$ cat config.mk
export PLATFORM = sky130hd
export DESIGN_NAME = line_engine
export DESIGN_NICKNAME = d
export VERILOG_FILES = /design/src/rtl/line_engine.sv
export SDC_FILE = /design/constraint.sdc
export NUM_CORES = 1
export LEC_CHECK = 0
export ABC_AREA = 1
export CAP_MARGIN = 20
export CORE_AREA = 2 2 130 259
export CTS_CLUSTER_DIAMETER = 50
export CTS_CLUSTER_SIZE = 24
export DETAILED_ROUTE_END_ITERATION = 8
export DIE_AREA = 0 0 132 261
export HOLD_SLACK_MARGIN = 0.03
export PLACE_DENSITY_LB_ADDON = 0.1
export SYNTH_ARGS = -nofsm -noshare
export SYNTH_HDL_FRONTEND = slang
export SYNTH_SLANG_ARGS = --single-unit
$ cat constraint.sdc
create_clock -name clk -period 10.2 [get_ports clk]
set_clock_uncertainty 0.2 [all_clocks]
set_input_delay 1.53 -clock clk [delete_from_list [all_inputs] [get_ports clk]]
set_output_delay 1.53 -clock clk [all_outputs]
set_load 0.01 [all_outputs]
$ cat src/rtl/line_engine.sv
// Bresenham line rasteriser: loads endpoints/colour while idle, then emits one
// frame-buffer pixel per cycle (clipped pixels still take a cycle, with we=0).
module line_engine #(
    parameter int WIDTH  = 800,
    parameter int HEIGHT = 600,
    parameter int AW     = 19
) (
    input  logic          clk,
    input  logic          rst_b,
    input  logic [9:0]    line_point,
    input  logic          line_x0_valid,
    input  logic          line_y0_valid,
    input  logic          line_x1_valid,
    input  logic          line_y1_valid,
    input  logic [31:0]   line_color,
    input  logic          line_color_valid,
    input  logic          line_trigger,
    output logic          line_ready,
    output logic          vram_we,
    output logic [AW-1:0] vram_wa,
    output logic [31:0]   vram_wd,
    output logic [1:0]    dbg_state_o
);
    // Handshake: strobes and line_trigger are accepted only in a cycle where
    // line_ready=1; anything presented while busy is dropped.
    typedef enum logic [1:0] {S_IDLE = 2'd0, S_SETUP = 2'd1, S_DRAW = 2'd2} state_t;

    localparam logic [AW:0] ROW   = (AW+1)'(WIDTH);
    localparam logic [AW:0] ONE   = (AW+1)'(1);
    localparam logic [10:0] X_LIM = 11'(WIDTH);
    localparam logic [10:0] Y_LIM = 11'(HEIGHT);

    state_t              state_q, state_d;
    logic [9:0]          x0_q, x0_d, y0_q, y0_d, x1_q, x1_d, y1_q, y1_d;
    logic [31:0]         color_q, color_d;
    logic [10:0]         x_q, x_d, y_q, y_d;
    logic [AW:0]         addr_q, addr_d;
    logic signed [11:0]  err_q, err_d, dx_q, dx_d, dy_q, dy_d;
    logic                sx_neg_q, sx_neg_d, sy_neg_q, sy_neg_d;

    logic signed [12:0]  e2, dx_e, dy_e;
    logic [9:0]          adx, ady;
    logic                step_x, step_y, last;

    always_comb begin
        state_d  = state_q;
        x0_d     = x0_q;
        y0_d     = y0_q;
        x1_d     = x1_q;
        y1_d     = y1_q;
        color_d  = color_q;
        x_d      = x_q;
        y_d      = y_q;
        addr_d   = addr_q;
        err_d    = err_q;
        dx_d     = dx_q;
        dy_d     = dy_q;
        sx_neg_d = sx_neg_q;
        sy_neg_d = sy_neg_q;

        adx    = (x1_q > x0_q) ? (x1_q - x0_q) : (x0_q - x1_q);
        ady    = (y1_q > y0_q) ? (y1_q - y0_q) : (y0_q - y1_q);
        e2     = {err_q, 1'b0};
        dx_e   = {dx_q[11], dx_q};
        dy_e   = {dy_q[11], dy_q};
        step_x = (e2 >= dy_e);
        step_y = (e2 <= dx_e);
        last   = (x_q == {1'b0, x1_q}) && (y_q == {1'b0, y1_q});

        case (state_q)
            S_IDLE: begin
                if (line_x0_valid)    x0_d    = line_point;
                if (line_y0_valid)    y0_d    = line_point;
                if (line_x1_valid)    x1_d    = line_point;
                if (line_y1_valid)    y1_d    = line_point;
                if (line_color_valid) color_d = line_color;
                if (line_trigger)     state_d = S_SETUP;
            end
            S_SETUP: begin
                dx_d     = {2'b00, adx};
                dy_d     = 12'sd0 - $signed({2'b00, ady});
                err_d    = $signed({2'b00, adx}) - $signed({2'b00, ady});
                sx_neg_d = !(x0_q < x1_q);
                sy_neg_d = !(y0_q < y1_q);
                x_d      = {1'b0, x0_q};
                y_d      = {1'b0, y0_q};
                addr_d   = ({{(AW-9){1'b0}}, y0_q} * ROW) + {{(AW-9){1'b0}}, x0_q};
                state_d  = S_DRAW;
            end
            S_DRAW: begin
                if (last) begin
                    state_d = S_IDLE;
                end else begin
                    // Both steps are judged against the same e2; err accumulates.
                    if (step_x) begin
                        err_d  = err_d + dy_q;
                        x_d    = sx_neg_q ? (x_q - 11'd1) : (x_q + 11'd1);
                        addr_d = sx_neg_q ? (addr_d - ONE) : (addr_d + ONE);
                    end
                    if (step_y) begin
                        err_d  = err_d + dx_q;
                        y_d    = sy_neg_q ? (y_q - 11'd1) : (y_q + 11'd1);
                        addr_d = sy_neg_q ? (addr_d - ROW) : (addr_d + ROW);
                    end
                end
            end
            default: state_d = S_IDLE;
        endcase
    end

    always_ff @(posedge clk or negedge rst_b) begin
        if (!rst_b) begin
            state_q  <= S_IDLE;
            x0_q     <= '0;
            y0_q     <= '0;
            x1_q     <= '0;
            y1_q     <= '0;
            color_q  <= '0;
            x_q      <= '0;
            y_q      <= '0;
            addr_q   <= '0;
            err_q    <= '0;
            dx_q     <= '0;
            dy_q     <= '0;
            sx_neg_q <= 1'b0;
            sy_neg_q <= 1'b0;
        end else begin
            state_q  <= state_d;
            x0_q     <= x0_d;
            y0_q     <= y0_d;
            x1_q     <= x1_d;
            y1_q     <= y1_d;
            color_q  <= color_d;
            x_q      <= x_d;
            y_q      <= y_d;
            addr_q   <= addr_d;
            err_q    <= err_d;
            dx_q     <= dx_d;
            dy_q     <= dy_d;
            sx_neg_q <= sx_neg_d;
            sy_neg_q <= sy_neg_d;
        end
    end

    // Pixel outputs come straight from the DRAW-state registers.
    assign line_ready  = (state_q == S_IDLE);
    assign vram_we     = (state_q == S_DRAW) && (x_q < X_LIM) && (y_q < Y_LIM);
    assign vram_wa     = addr_q[AW-1:0];
    assign vram_wd     = color_q;
    assign dbg_state_o = state_q;
endmodule

==> results of run 1 <==
synthesized netlist by cell type (5+ instances only):
cell type / count / area [µm²]
nand2_1: 459 / 1720
nand4_1: 12 / 75.1
ha_1: 180 / 2250
fa_1: 17 / 340
inv_1: 295 / 1110
a22oi_1: 5 / 37.5
nand2_2: 14 / 87.6
a21o_1: 11 / 82.6
mux2_2: 32 / 360
o21ai_0: 159 / 796
o21bai_1: 8 / 60.1
dfrtp_1: 150 / 3750
nand3_1: 95 / 475
inv_2: 5 / 18.8
a21oi_1: 149 / 746
nor3_1: 11 / 55.1
o21ai_2: 10 / 87.6
xor2_1: 60 / 526
a221oi_1: 7 / 61.3
o21ai_1: 31 / 155
a31oi_1: 21 / 131
clkbuf_1: 30 / 113
o22ai_1: 8 / 50.1
nor2_1: 126 / 473
o211ai_1: 13 / 97.6
buf_2: 10 / 50.1
or2_2: 15 / 93.8
nor4_1: 5 / 31.3
xnor2_1: 24 / 210
area by class of cell:
class | count | area [µm²]
Clock buffer | 17 | 425
Tap cell | 432 | 541
Sequential cell | 150 | 3750
Fill cell | 3327 | 16100
Timing Repair Buffer | 113 | 1110
Inverter | 302 | 1130
Clock inverter | 15 | 183
Multi-Input combinational cell | 1508 | 9330
flip-flops by register name (all words and copies together) (netlist names):
| signal | count |
|---|---|
| y1_q | 10 |
| dy_q | 11 |
| dbg_state_o | 2 |
| addr_q | 19 |
| y_q | 11 |
| y0_q | 10 |
| x_q | 11 |
| dx_q | 10 |
| sx_neg_q | 1 |
| sy_neg_q | 1 |
| vram_wd | 32 |
| x0_q | 10 |
| x1_q | 10 |
| err_q | 12 |
logic make-up (layout without fill, tap and decap cells):
family	after synthesis	after routing
compound gates	443	443
fa+ha+maj	197	197
xor+xnor	85	85
simple gates	750	750
mux	33	33
buf+inv	351	447
flops	150	150
how the worst max path moves through the flow:
stage                                      from                      to  cells past startpoint
after floorplan            sx_neg_q$_DFFE_PN0P_  addr_q[15]$_DFFE_PN0P_                     22
after detailed placement   err_q[3]$_DFFE_PN0P_    err_q[9]$_DFFE_PN0P_                     24
after global placement     err_q[3]$_DFFE_PN0P_    err_q[9]$_DFFE_PN0P_                     24
final                     err_q[11]$_DFFE_PN0P_    err_q[9]$_DFFE_PN0P_                     24
after global routing       dy_q[10]$_DFFE_PN0P_  addr_q[17]$_DFFE_PN0P_                     26
after CTS                  err_q[3]$_DFFE_PN0P_    err_q[9]$_DFFE_PN0P_                     24
cell usage in the layout, fill, tap and decap left out, drive strengths merged, types with 16 or more instances in the layout:
cell and instances:
clkbuf 17, o21ai 200, dfrtp 150, clkdlybuf4s50 103
mux2 32, a31oi 21, nor2 131, xnor2 24
inv 306, xor2 61, nand2 474, nand3 97
ha 180, a21oi 150, fa 17, or2 16
routing by layer:
layer,up-vias,share of wire
li1,6796,-
met1,6151,0.42
met2,262,0.49
met3,93,0.028
met4,0,0.065
met5,-,0
per-stage QoR:
| step | setup WS, ns | hold slack, ns | area, µm² |
|---|---|---|---|
| floorplan | 6.33 | 0.278 | 14400 |
| CTS | 5.53 | 0.309 | 16500 |
| detailed placement | 5.53 | 0.293 | 15900 |
| global route | 5.02 | 0.317 | 16500 |
| global placement | 5.65 | 0.286 | 15900 |
| finish | 5.55 | 0.307 | 16500 |
critical path: stages (launching register included):
cell and delay [ns]:
dfrtp_1 0.44, ha_1 0.39, nand2_1 0.11, inv_1 0.04
nand2_1 0.05, nand2_1 0.04, a21oi_1 0.19, nand2_1 0.07
nand2_1 0.10, nand2_2 0.33, inv_2 0.61, nand2_1 0.09
o21ai_1 0.14, ha_1 0.33, a21oi_1 0.16, nand2_1 0.12
nand2_1 0.09, o211ai_1 0.13, a31oi_1 0.24, xor2_1 0.18
a21oi_1 0.07, o21ai_0 0.10, o21ai_0 0.10, nand2_1 0.08
o21ai_0 0.10
==> impl_metrics.json, run 1 <==
{
  "worst_skew_pair.late_latency_ns": 0.46,
  "clockBufferDepth": 2,
  "min_path_type": "flop to flop",
  "ys_seq_area_frac": 0.260,
  "n_antenna_cell": 0,
  "report.final.slew_viol_count": 0,
  "setup_tns_ns": 0,
  "cts_resized": 0,
  "grt_antenna_before_repair": 0,
  "ys.flop_type": "dfrtp_1",
  "grt_use_met1": 0.313,
  "synth_edf_count": 0,
  "dp.cells": 2505,
  "path_max_fanout": 29,
  "gp_congestion": 0.957,
  "finalCriticalPeriod_ns": 4.65,
  "finish.utilization": 0.506,
  "end_kind": "flop",
  "critical_path_class": "flop to flop",
  "ff2ff_setup_slack_ns": 5.55,
  "period_share": 0.456,
  "grt_util_all_layers": 0.262,
  "ant_nets": 0,
  "drt_wl_total_um": 44800,
  "hold-path-cell-count": 1,
  "grt_max_degree": 88,
  "vias": 13302,
  "start_kind": "flop",
  "setup_violations": 0,
  "ys_ff_latch": 150,
  "viasPerCell": 5.24,
  "rr_endpoint": "err_q[9]$_DFFE_PN0P_",
  "async_flop_share": 1.00,
  "grt_pass1_wl_um": 70500,
  "met2_usage": 0.454,
  "ys_types": 54,
  "cts.sinks": 150,
  "synthMuxAreaShare": 0.0256,
  "max_clock_freq_mhz": 215,
  "synth_fa_ha_area_frac": 0.180,
  "min_from": "vram_wd[21]$_DFFE_PN0P_",
  "synth-simple-area-share": 0.217,
  "drive_above_1_share": 0.0618,
  "initial_core_util": 0.443,
  "drc": 0,
  "cp_data_arrival_time_ns": 4.75,
  "yosysWarnings": 0,
  "cts_inserted_buffers": 17,
  "cts_hold_buf": 0,
  "instances_no_fill": 2537,
  "cts_htree_levels": 4,
  "post_cts.repair.setup_buffers": 0,
  "r2r_cells": 24,
  "first_global_vias": 12846,
  "die_w_um": 132,
  "syn_avg_cell_area_um2": 7.19,
  "cts.reportedPaths.clkPinSlew_ns": 0.07,
  "synthXorXnorAreaFrac": 0.0521,
  "synth_top_family_by_area": "simple AND/OR/NAND/NOR gates",
  "status": "finished clean",
  "die_area_um2": 34500,
  "rsz0062_at_grt": "false",
  "rr_startpoint": "err_q[11]$_DFFE_PN0P_",
  "hold_viol_final": 0,
  "ioPinCount": 105,
  "port_buffers": 104,
  "nNetsFinal": 2339,
  "cts_tree": "built",
  "dpl.hpwl_um": 35700,
  "slew_headroom": 0.374,
  "placementRows": 94,
  "synth_area_um2": 14400,
  "core_um2": 32600,
  "grt-ovfl-total": 0,
  "synth_compound_area_frac": 0.172,
  "syn_to_final_growth_pct": 14.1,
  "gr-max-usage-layer": "met2",
  "wire_per_inst_um": 17.7,
  "hold_end": "vram_wd[21]$_DFFE_PN0P_",
  "syn_inst": 2009,
  "clockRootBuffer": "clkbuf_16",
  "global_route.usage.met3": 0.0257,
  "tightest_slew_ns": 0.936,
  "die_h_um": 261,
  "max-cap-violations": 0,
  "synth_fp_nets": 2256,
  "dr.first_iter.drc_count": 688,
  "crit_required_ns": 10.31,
  "dr.pass1.iters": 5
}
Power of run 1 is left out: the tool's default activity adds up to more than one toggle a clock period on the data nets, which glitch-free logic cannot reach.
==> inputs of run 2 (changes only) <==
clock period = 4.8 ns   (was 10.2 ns; I/O delays follow)
==> run 2 against run 1 <==
Compared with the run above:
- worst hold slack worse by 0.15 ns
- setup slack worse by 5.1 ns
- sequential share of layout area is 0.16 points lower
- global-route usage is 1.0 points higher
- wire length is 3.8% higher
- final cell count is 0.47% higher
- sequential cell count stayed put
- count of clock-buffer cells in the layout stayed put
==> impl_metrics.json, run 2 (same netlist as run 1, synthesis figures left out) <==
{
  "setup_violations": 0,
  "clockBufferDepth": 2,
  "worst_skew_pair.late_latency_ns": 0.47,
  "fill_cells": 3357,
  "cts_tree": "built",
  "drc": 0,
  "finalCriticalPeriod_ns": 4.39,
  "initial_core_util": 0.443,
  "layout_setup_ws_ns": 0.412,
  "critical_path_class": "flop to flop",
  "setup_tns_ns": 0,
  "port_buffers": 104,
  "drt_wl_total_um": 46500,
  "dr.pass1.iters": 5,
  "placementRows": 94,
  "slowest_delay_ns": 0.40,
  "period_share": 0.914,
  "wire_per_inst_um": 18.2,
  "die_area_um2": 34500,
  "startpoint": "x1_q[0]$_DFFE_PN0P_",
  "status": "finished clean",
  "n_antenna_cell": 0,
  "ant_nets": 0,
  "grt_antenna_before_repair": 0,
  "most-common-layout-cells": "nand2_1 (458), inv_1 (295), ha_1 (180)",
  "slew_headroom": 0.297,
  "grt_util_all_layers": 0.273,
  "grt-ovfl-total": 0,
  "dp.cells": 2514,
  "grt_pass1_wl_um": 73200,
  "ioPinCount": 105,
  "grt_max_degree": 95,
  "cts_htree_levels": 4,
  "path_max_fanout": 11,
  "die_w_um": 132,
  "gp_congestion": 0.963,
  "rr_startpoint": "x1_q[0]$_DFFE_PN0P_",
  "rsz0062_at_grt": "false",
  "instances_no_fill": 2549,
  "dpl.hpwl_um": 37100,
  "start_kind": "flop",
  "nNetsFinal": 2351,
  "cts.reportedPaths.clkPinSlew_ns": 0.08,
  "hold_viol_final": 0,
  "multi_input_area_um2": 9330,
  "max-cap-violations": 0,
  "ff2ff_setup_slack_ns": 0.41,
  "clockRootBuffer": "clkbuf_16",
  "die_h_um": 261,
  "min_path_type": "primary input to async pin",
  "layout.area.seq_um2": 3750,
  "dr.first_iter.drc_count": 797,
  "drive_above_1_share": 0.0675,
  "rr_endpoint": "err_q[7]$_DFFE_PN0P_",
  "viasPerCell": 5.26,
  "core_um2": 32600,
  "max_clock_freq_mhz": 228,
  "first_global_vias": 13289,
  "finalHoldWorstSlack_ns": 0.158,
  "syn_to_final_growth_pct": 14.9,
  "crit_top_cell": "a21oi_1",
  "cts_inserted_buffers": 17,
  "cp_data_arrival_time_ns": 4.58,
  "r2r_cells": 26,
  "layout_commonest_cell": "nand2_1",
  "vias": 13409,
  "end_kind": "flop",
  "tightest_slew_ns": 1.05,
  "cp_slowest_cell": "dfrtp_1",
  "pre_cts_ws_ns": 0.315,
  "report.final.slew_viol_count": 0,
  "largest_reg_flops": 32,
  "cts.sinks": 150,
  "endpoint": "err_q[7]$_DFFE_PN0P_",
  "cts_hold_buf": 0,
  "crit_required_ns": 4.99
}
[run 2: worst min-delay path by stage]
stage / depth (start not counted) / slack, ns / end
floorplan: 0 / 0.22 / addr_q[0]$_DFFE_PN0P_
global placement: 1 / 0.29 / vram_wd[1]$_DFFE_PN0P_
detailed placement: 1 / 0.29 / vram_wd[30]$_DFFE_PN0P_
CTS: 1 / 0.20 / vram_wd[16]$_DFFE_PN0P_
global route: 1 / 0.23 / vram_wd[16]$_DFFE_PN0P_
finish: 1 / 0.16 / vram_wd[16]$_DFFE_PN0P_
[run 2: final cells by class]
class,instances,share of cell area
tap,432,0.0326
clock inverter,15,0.0115
inverter,302,0.0683
multi-input combinational,1508,0.562
clock buffer,17,0.0256
timing repair buffer,125,0.0731
sequential,150,0.226
[run 2: repair_timing]
| action | in CTS | in global routing |
|---|---|---|
| endpoints found under the setup margin | 0 | 4 |
| buffers inserted | 0 | 3 |
| resized for setup | 0 | 1 |
| hold endpoints to repair | 0 | 0 |
[run 2: per-stage QoR]
stage               utilization  cell area [µm²]
detailed placement        0.489            15900
floorplan                     -            14400
finish                    0.509            16600
global placement          0.489            15900
CTS                       0.508            16600
global route              0.509            16600
[run 2: layer usage]
metal | global-route usage | share of wire | up-vias
li1 | - | - | 6820
met1 | 0.310 | 0.40 | 6298
met2 | 0.511 | 0.53 | 215
met3 | 0.0236 | 0.020 | 76
met4 | 0.128 | 0.044 | 0
met5 | 0 | 0 | -
[run 2: critical path: cells and delay by family, from the launching register on]
family / cells / cell delay, ns
buf+inv: 5 / 0.41
flops: 1 / 0.40
simple gates: 7 / 0.67
fa+ha+maj: 3 / 0.91
compound gates: 9 / 1.31
xor+xnor: 2 / 0.40
Power of run 2 is left out for the same reason.
